===== src/rtl/lowpass_decimator_if.sv =====
// rtl/lowpass_decimator_if.sv - sample stream with channel tag, master/slave views
interface lowpass_decimator_if #(
  parameter int DATA_W = 24,
  parameter int CH_W   = 3
);
  logic [DATA_W-1:0] tdata;
  logic              tvalid;
  logic              tready;
  logic [CH_W-1:0]   tuser;

  modport master (
    output tdata,
    output tvalid,
    output tuser,
    input  tready
  );

  modport slave (
    input  tdata,
    input  tvalid,
    input  tuser,
    output tready
  );
endinterface


===== src/rtl/lowpass_decimator.sv =====
// rtl/lowpass_decimator.sv - per-channel keep-one-in-DECIM decimator with 2-entry output FIFO
module lowpass_decimator #(
  parameter int DECIM  = 16,
  parameter int DATA_W = 24,
  parameter int CH_W   = 3
) (
  input  logic                s_axis_aclk,
  input  logic                s_axis_arst,
  input  logic                phase_clr,
  lowpass_decimator_if.slave  s_axis,
  lowpass_decimator_if.master m_axis
);

  localparam int NCH   = 1 << CH_W;
  localparam int PH_W  = (DECIM > 1) ? $clog2(DECIM) : 1;
  localparam int ENT_W = CH_W + DATA_W;
  localparam logic [PH_W-1:0] PH_LAST = PH_W'(DECIM - 1);

  logic [PH_W-1:0]  phase_q [NCH];
  logic [PH_W-1:0]  phase_d [NCH];
  logic [ENT_W-1:0] mem_q [2];
  logic [ENT_W-1:0] mem_d [2];
  logic             wr_ptr_q, wr_ptr_d;
  logic             rd_ptr_q, rd_ptr_d;
  logic [1:0]       count_q, count_d;
  logic [ENT_W-1:0] out_q, out_d;

  logic             accept;
  logic             keep;
  logic             rd;
  logic [PH_W-1:0]  cur_phase;

  // Ready and valid come only from the registered fill level.
  assign s_axis.tready = (count_q != 2'd2);
  assign m_axis.tvalid = (count_q != 2'd0);
  assign {m_axis.tuser, m_axis.tdata} = out_q;

  // Phase bookkeeping, FIFO write/read and head selection.
  always_comb begin
    phase_d   = phase_q;
    mem_d     = mem_q;
    wr_ptr_d  = wr_ptr_q;
    rd_ptr_d  = rd_ptr_q;
    count_d   = count_q;
    out_d     = out_q;
    cur_phase = phase_q[s_axis.tuser];
    accept    = s_axis.tvalid && (count_q != 2'd2);
    keep      = accept && (cur_phase == '0);
    rd        = (count_q != 2'd0) && m_axis.tready;

    if (accept) begin
      phase_d[s_axis.tuser] = (cur_phase == PH_LAST) ? '0 : cur_phase + PH_W'(1);
    end
    // Clear wins over the advance; the keep decision above already used the old phase.
    if (phase_clr) begin
      for (int i = 0; i < NCH; i++) begin
        phase_d[i] = '0;
      end
    end

    if (keep) begin
      mem_d[wr_ptr_q] = {s_axis.tuser, s_axis.tdata};
      wr_ptr_d        = ~wr_ptr_q;
    end
    if (rd) begin
      rd_ptr_d = ~rd_ptr_q;
    end

    case ({keep, rd})
      2'b10:   count_d = count_q + 2'd1;
      2'b01:   count_d = count_q - 2'd1;
      default: count_d = count_q;
    endcase

    // Output register tracks the head; when empty it keeps the last value shown.
    if (count_d != 2'd0) begin
      out_d = mem_d[rd_ptr_d];
    end
  end

  // State registers with asynchronous clear.
  always_ff @(posedge s_axis_aclk or posedge s_axis_arst) begin
    if (s_axis_arst) begin
      for (int i = 0; i < NCH; i++) begin
        phase_q[i] <= '0;
      end
      mem_q[0] <= '0;
      mem_q[1] <= '0;
      wr_ptr_q <= 1'b0;
      rd_ptr_q <= 1'b0;
      count_q  <= 2'd0;
      out_q    <= '0;
    end else begin
      phase_q  <= phase_d;
      mem_q    <= mem_d;
      wr_ptr_q <= wr_ptr_d;
      rd_ptr_q <= rd_ptr_d;
      count_q  <= count_d;
      out_q    <= out_d;
    end
  end

endmodule


===== src/flat_wrapper.sv =====
// flat-port wrapper written by rule: the top's interface ports become plain ports
module lowpass_decimator_flat 
#(
  parameter int DECIM  = 16,
  parameter int DATA_W = 24,
  parameter int CH_W   = 3
)
  (s_axis_aclk, s_axis_arst, phase_clr, s_axis_tdata, s_axis_tvalid, s_axis_tuser, s_axis_tready, m_axis_tdata, m_axis_tvalid, m_axis_tuser, m_axis_tready);
  lowpass_decimator_if #(.DATA_W(DATA_W), .CH_W(CH_W)) s_axis_i ();
  lowpass_decimator_if #(.DATA_W(DATA_W), .CH_W(CH_W)) m_axis_i ();
  input  logic s_axis_aclk;
  input  logic s_axis_arst;
  input  logic phase_clr;
  input wire logic [$bits(s_axis_i.tdata)-1:0] s_axis_tdata;
  input wire logic [$bits(s_axis_i.tvalid)-1:0] s_axis_tvalid;
  input wire logic [$bits(s_axis_i.tuser)-1:0] s_axis_tuser;
  output wire logic [$bits(s_axis_i.tready)-1:0] s_axis_tready;
  output wire logic [$bits(m_axis_i.tdata)-1:0] m_axis_tdata;
  output wire logic [$bits(m_axis_i.tvalid)-1:0] m_axis_tvalid;
  output wire logic [$bits(m_axis_i.tuser)-1:0] m_axis_tuser;
  input wire logic [$bits(m_axis_i.tready)-1:0] m_axis_tready;
  assign s_axis_i.tdata = s_axis_tdata;
  assign s_axis_i.tvalid = s_axis_tvalid;
  assign s_axis_i.tuser = s_axis_tuser;
  assign s_axis_tready = s_axis_i.tready;
  assign m_axis_tdata = m_axis_i.tdata;
  assign m_axis_tvalid = m_axis_i.tvalid;
  assign m_axis_tuser = m_axis_i.tuser;
  assign m_axis_i.tready = m_axis_tready;
  lowpass_decimator #(.DECIM(DECIM), .DATA_W(DATA_W), .CH_W(CH_W)) u_core (.s_axis_aclk(s_axis_aclk), .s_axis_arst(s_axis_arst), .phase_clr(phase_clr), .s_axis(s_axis_i), .m_axis(m_axis_i));
endmodule

===== config.mk =====
export PLATFORM = sky130hd
export DESIGN_NAME = lowpass_decimator_flat
export DESIGN_NICKNAME = d
export VERILOG_FILES = /design/src/rtl/lowpass_decimator_if.sv /design/src/rtl/lowpass_decimator.sv /design/src/flat_wrapper.sv
export SDC_FILE = /design/constraint.sdc
export NUM_CORES = 1
export LEC_CHECK = 0
export ABC_CLOCK_PERIOD_IN_PS = 6500
export CORE_ASPECT_RATIO = 1.1
export CORE_MARGIN = 2
export CORE_UTILIZATION = 62
export CTS_CLUSTER_SIZE = 25
export DETAILED_ROUTE_END_ITERATION = 12
export PLACE_DENSITY = 0.93
export SLEW_MARGIN = 15
export SYNTH_ARGS = -nofsm -noshare
export SYNTH_HDL_FRONTEND = slang
export SYNTH_SLANG_ARGS = --single-unit

===== constraint.sdc =====
create_clock -name s_axis_aclk -period 6.5 [get_ports s_axis_aclk]
set_input_delay 1.95 -clock s_axis_aclk [delete_from_list [all_inputs] [get_ports s_axis_aclk]]
set_output_delay 1.95 -clock s_axis_aclk [all_outputs]
set_load 0.1 [all_outputs]

==> flow_summary_export.csv <==
group,metric,value,unit
die,fp.dieArea,0.0107,mm2
placed_design,gp_congestion,0.885,
yosys,synth_simple_gate_area_share,8.93,%
placed_design,place_area,0.00677,mm2
final_layout,antenna_cells,0,
worst_hold_path,hold_class,"register to register",
timing,setup_viol,0,
drt,antenna_left,0,
yosys,netlist_area,0.00612,mm2
setup_path,start_kind,"input port",
final_layout,drive_above_1_share,21.6,%
clock_network,cts_made_buffers,17,
clock_network,cts-root-buf,"clkbuf_8",
yosys,synth_compound_gate_area_share,26.9,%
die,core_area,0.00975,mm2
clock_network,clock_path_buffers,2,
power,p_clk_share,22.4,%
yosys,synth_cell_type_count,54,
timing,slew_viol_final,0,
setup_path,critPathCaptureType,"register",
yosys,synth_edf_count,0,
yosys,synthAdderAreaFrac,0.613,%
drt,vias,4815,
yosys,synth_top_cell_by_area,"dfrtp_1",
drt,drc,0,
die,row_count,38,
global_routing,met1_usage,38.1,%
final_layout,areaGrowthSynthToFinish,21.1,%
timing,period_share,86.8,%
global_routing,grt.total_usage,30.4,%
global_routing,grt_pass1_wl,25300,um
global_routing,grt.met3_usage,7.95,%
yosys,ys_top_cells_by_area,"dfrtp_1 (48%), a211oi_2 (12%), mux2i_1 (4.3%)",
yosys,synthArstFlopShare,100,%
power,p_switching,2.02,mW
yosys,ys_warn_count,0,
clock_network,post-cts-setup-buffers,0,
setup_path,cp_slowest_cell,"clkdlybuf4s50_1",
setup_path,criticalPathCategory,"input port to register",
global_routing,grt.busiest_layer,"met2",
global_routing,antenna_found_initial,0,
die,initial_core_util,62.8,%
run_status,outcome,"complete, no violations",
yosys,synth-seq-cells,117,
timing,fin_tns_setup,0,ns
yosys,syn_inst,550,
drt,routed_via_density,6.59,
yosys,muxShareOfSynthArea,8.36,%
final_layout,stdcell_area,0.00741,mm2
clock_network,cts_resized,0,
power,switching_share,46.1,%
drt,dr.pass1.iters,5,
drt,finalWirelength,15700,um
clock_network,htreeDepth,4,
setup_path,cp_cell_sequence,"clkdlybuf4s50_1, nor4bb_1, o41ai_4, nand2_4, nand4_1, ha_1, nor2b_1, a22oi_2, buf_4, nand2_1, buf_4, a211oi_1, a211oi_1",
timing,fin_worst_skew,0.00856,ns
power,p_int,2.36,mW
global_routing,grt-ovfl-total,0,
global_routing,grt_max_degree,90,
yosys,dominantRegCellSynth,"dfrtp_1",
global_routing,first_global_vias,5076,
timing,rsz0062_at_grt,"false",
die,dieHeight,108,um
timing,finalCriticalPeriod,5.64,ns
yosys,synth_seq_area_share,47.8,%
setup_path,worst-path-max-fanout,27,
clock_network,cts_tree,"built",
die,die_x,98.7,um
die,io_pins,61,
power,seq_power_share,26.8,%
final_layout,fillCellCount,578,
setup_path,slowest_delay,1.00,ns
timing,worst_pin_slew,1.02,ns
placed_design,dp_hpwl,9360,um
power,vdd_drop_max,281,uV
setup_path,arrival,6.07,ns
power,powerDensity,591,mW/mm2
yosys,postSynthAreaPerCell,11.1,um2
power,p_leak,3.29,nW
yosys,synth_xor_area_share,1.12,%
clock_network,clock_latency,0.53,ns
setup_path,worstPathRequired,6.93,ns
clock_network,clock-sinks,117,
setup_path,r2r_slack,2.94,ns
run,maxCapViolCount,0,
timing,hold_viol,0,
drt,drt_iter0_markers,373,
placed_design,numPortBuffers,60,
clock_network,clk_pin_slew,0.06,ns
yosys,synth_top_area_share,47.8,%
clock_network,cts_hold_repair.buffers,0,
timing,fmaxAchievable,177,MHz
drt,post_drt_wl_per_cell,21.4,um
power,pwr-share-comb,50.8,%
timing,slew_headroom,31.8,%
yosys,synth_top_family_by_area,"compound AO/OA/AOI/OAI gates",
global_routing,grt_use_met2,50.1,%
yosys,syn-num-nets,585,
final_layout,nNetsFinal,633,
sequential cells by signal, indices dropped and copies added, names as in the netlist:
register,flops
u_core.wr_ptr_q,1
u_core.rd_ptr_q,1
u_core.mem_q,54
u_core.phase_q,32
u_core.count_q,2
u_core.out_q,27
kinds of logic (layout without fill, tap and decap cells):
kind of cell | Yosys count | count (layout)
compound gates | 185 | 185
simple gates | 119 | 119
flops | 117 | 117
buf+inv | 81 | 142
mux | 38 | 38
xor+xnor | 7 | 7
fa+ha+maj | 3 | 3
synth_stat cells (all sizes together) (5+ instances only):
master,number
mux4,7
a31oi,28
a211oi,78
inv,37
nor2,58
nand2,33
dfrtp,117
buf,26
o21ai,32
a21o,27
clkbuf,18
a311oi,5
mux2i,29
cell type report:
type,count,area [um2],share of cell area (%)
sequential,117,2930,39.5
multi-input combinational,352,2850,38.4
timing repair buffer,73,718,9.69
clock buffer,20,445,6.01
clock inverter,12,176,2.38
tap,120,150,2.03
inverter,37,144,1.94
through the flow:
stage               cells  utilization, %  hold slack (ns)  power, mW  setup WS (ns)
CTS                   730            75.8            0.478       4.37          0.894
global route          731            76.0            0.488       4.56          0.610
detailed placement    698            69.4            0.466       3.36          0.397
floorplan             550               -            0.445       2.86           1.45
global placement      698            69.4            0.458       3.27          0.545
finish                731            76.0            0.481       4.38          0.859
power by group through the flow:
stage / Clock [mW] / Combinational (mW) / Sequential (mW)
finish: 0.982 / 2.23 / 1.17
global route: 1.02 / 2.35 / 1.20
CTS: 0.985 / 2.22 / 1.17
detailed placement: 0 / 2.19 / 1.17
global placement: 0 / 2.12 / 1.16
floorplan: 0 / 1.09 / 1.76
cell usage in the layout, fill, tap and decap left out, drive strengths merged, types with 2 or more instances in the layout:
master	count
nor4bb	2
nor4	2
clkinv	5
or2	2
nor4b	4
a311oi	5
nand4	2
ha	3
o41a	2
a211oi	78
nand2b	3
a221oi	3
o41ai	2
clkdlybuf4s50	59
mux2	2
inv	38
nor3	2
bufinv	4
clkinvlp	2
xnor2	4
clkbuf	20
nor2	58
a21oi	4
o21ai	32
a31oi	28
dfrtp	117
xor2	3
mux4	7
nand2	33
nor2b	3
buf	14
nand3	4
mux2i	29
a21o	27
critical path: cells and delay by family:
| family | cells | cell delay, ns |
|---|---|---|
| fa+ha+maj | 1 | 0.40 |
| buf+inv | 3 | 1.62 |
| simple gates | 5 | 1.47 |
| compound gates | 4 | 0.63 |
per-layer routing:
metal	vias up	part of all wire (%)
li1	2109	-
met1	2440	40
met2	229	51
met3	37	6.9
met4	0	2.6
met5	-	0
worst paths after layout:
kind	endpoint	cells after the start	start
max	u_core.out_q[25]$_DFFE_PP0P_	13	s_axis_tuser[1]
min	u_core.mem_q[24]$_DFF_PP0_	1	u_core.mem_q[24]$_DFF_PP0_
max reg2reg	u_core.out_q[25]$_DFFE_PP0P_	12	u_core.phase_q[10]$_DFFE_PP0P_
min reg2reg	u_core.mem_q[24]$_DFF_PP0_	1	u_core.mem_q[24]$_DFF_PP0_
max in group asynchronous	u_core.out_q[17]$_DFFE_PP0P_	3	s_axis_arst
min in group asynchronous	u_core.mem_q[50]$_DFF_PP0_	2	s_axis_arst
(Power assumes the default switching activity.)
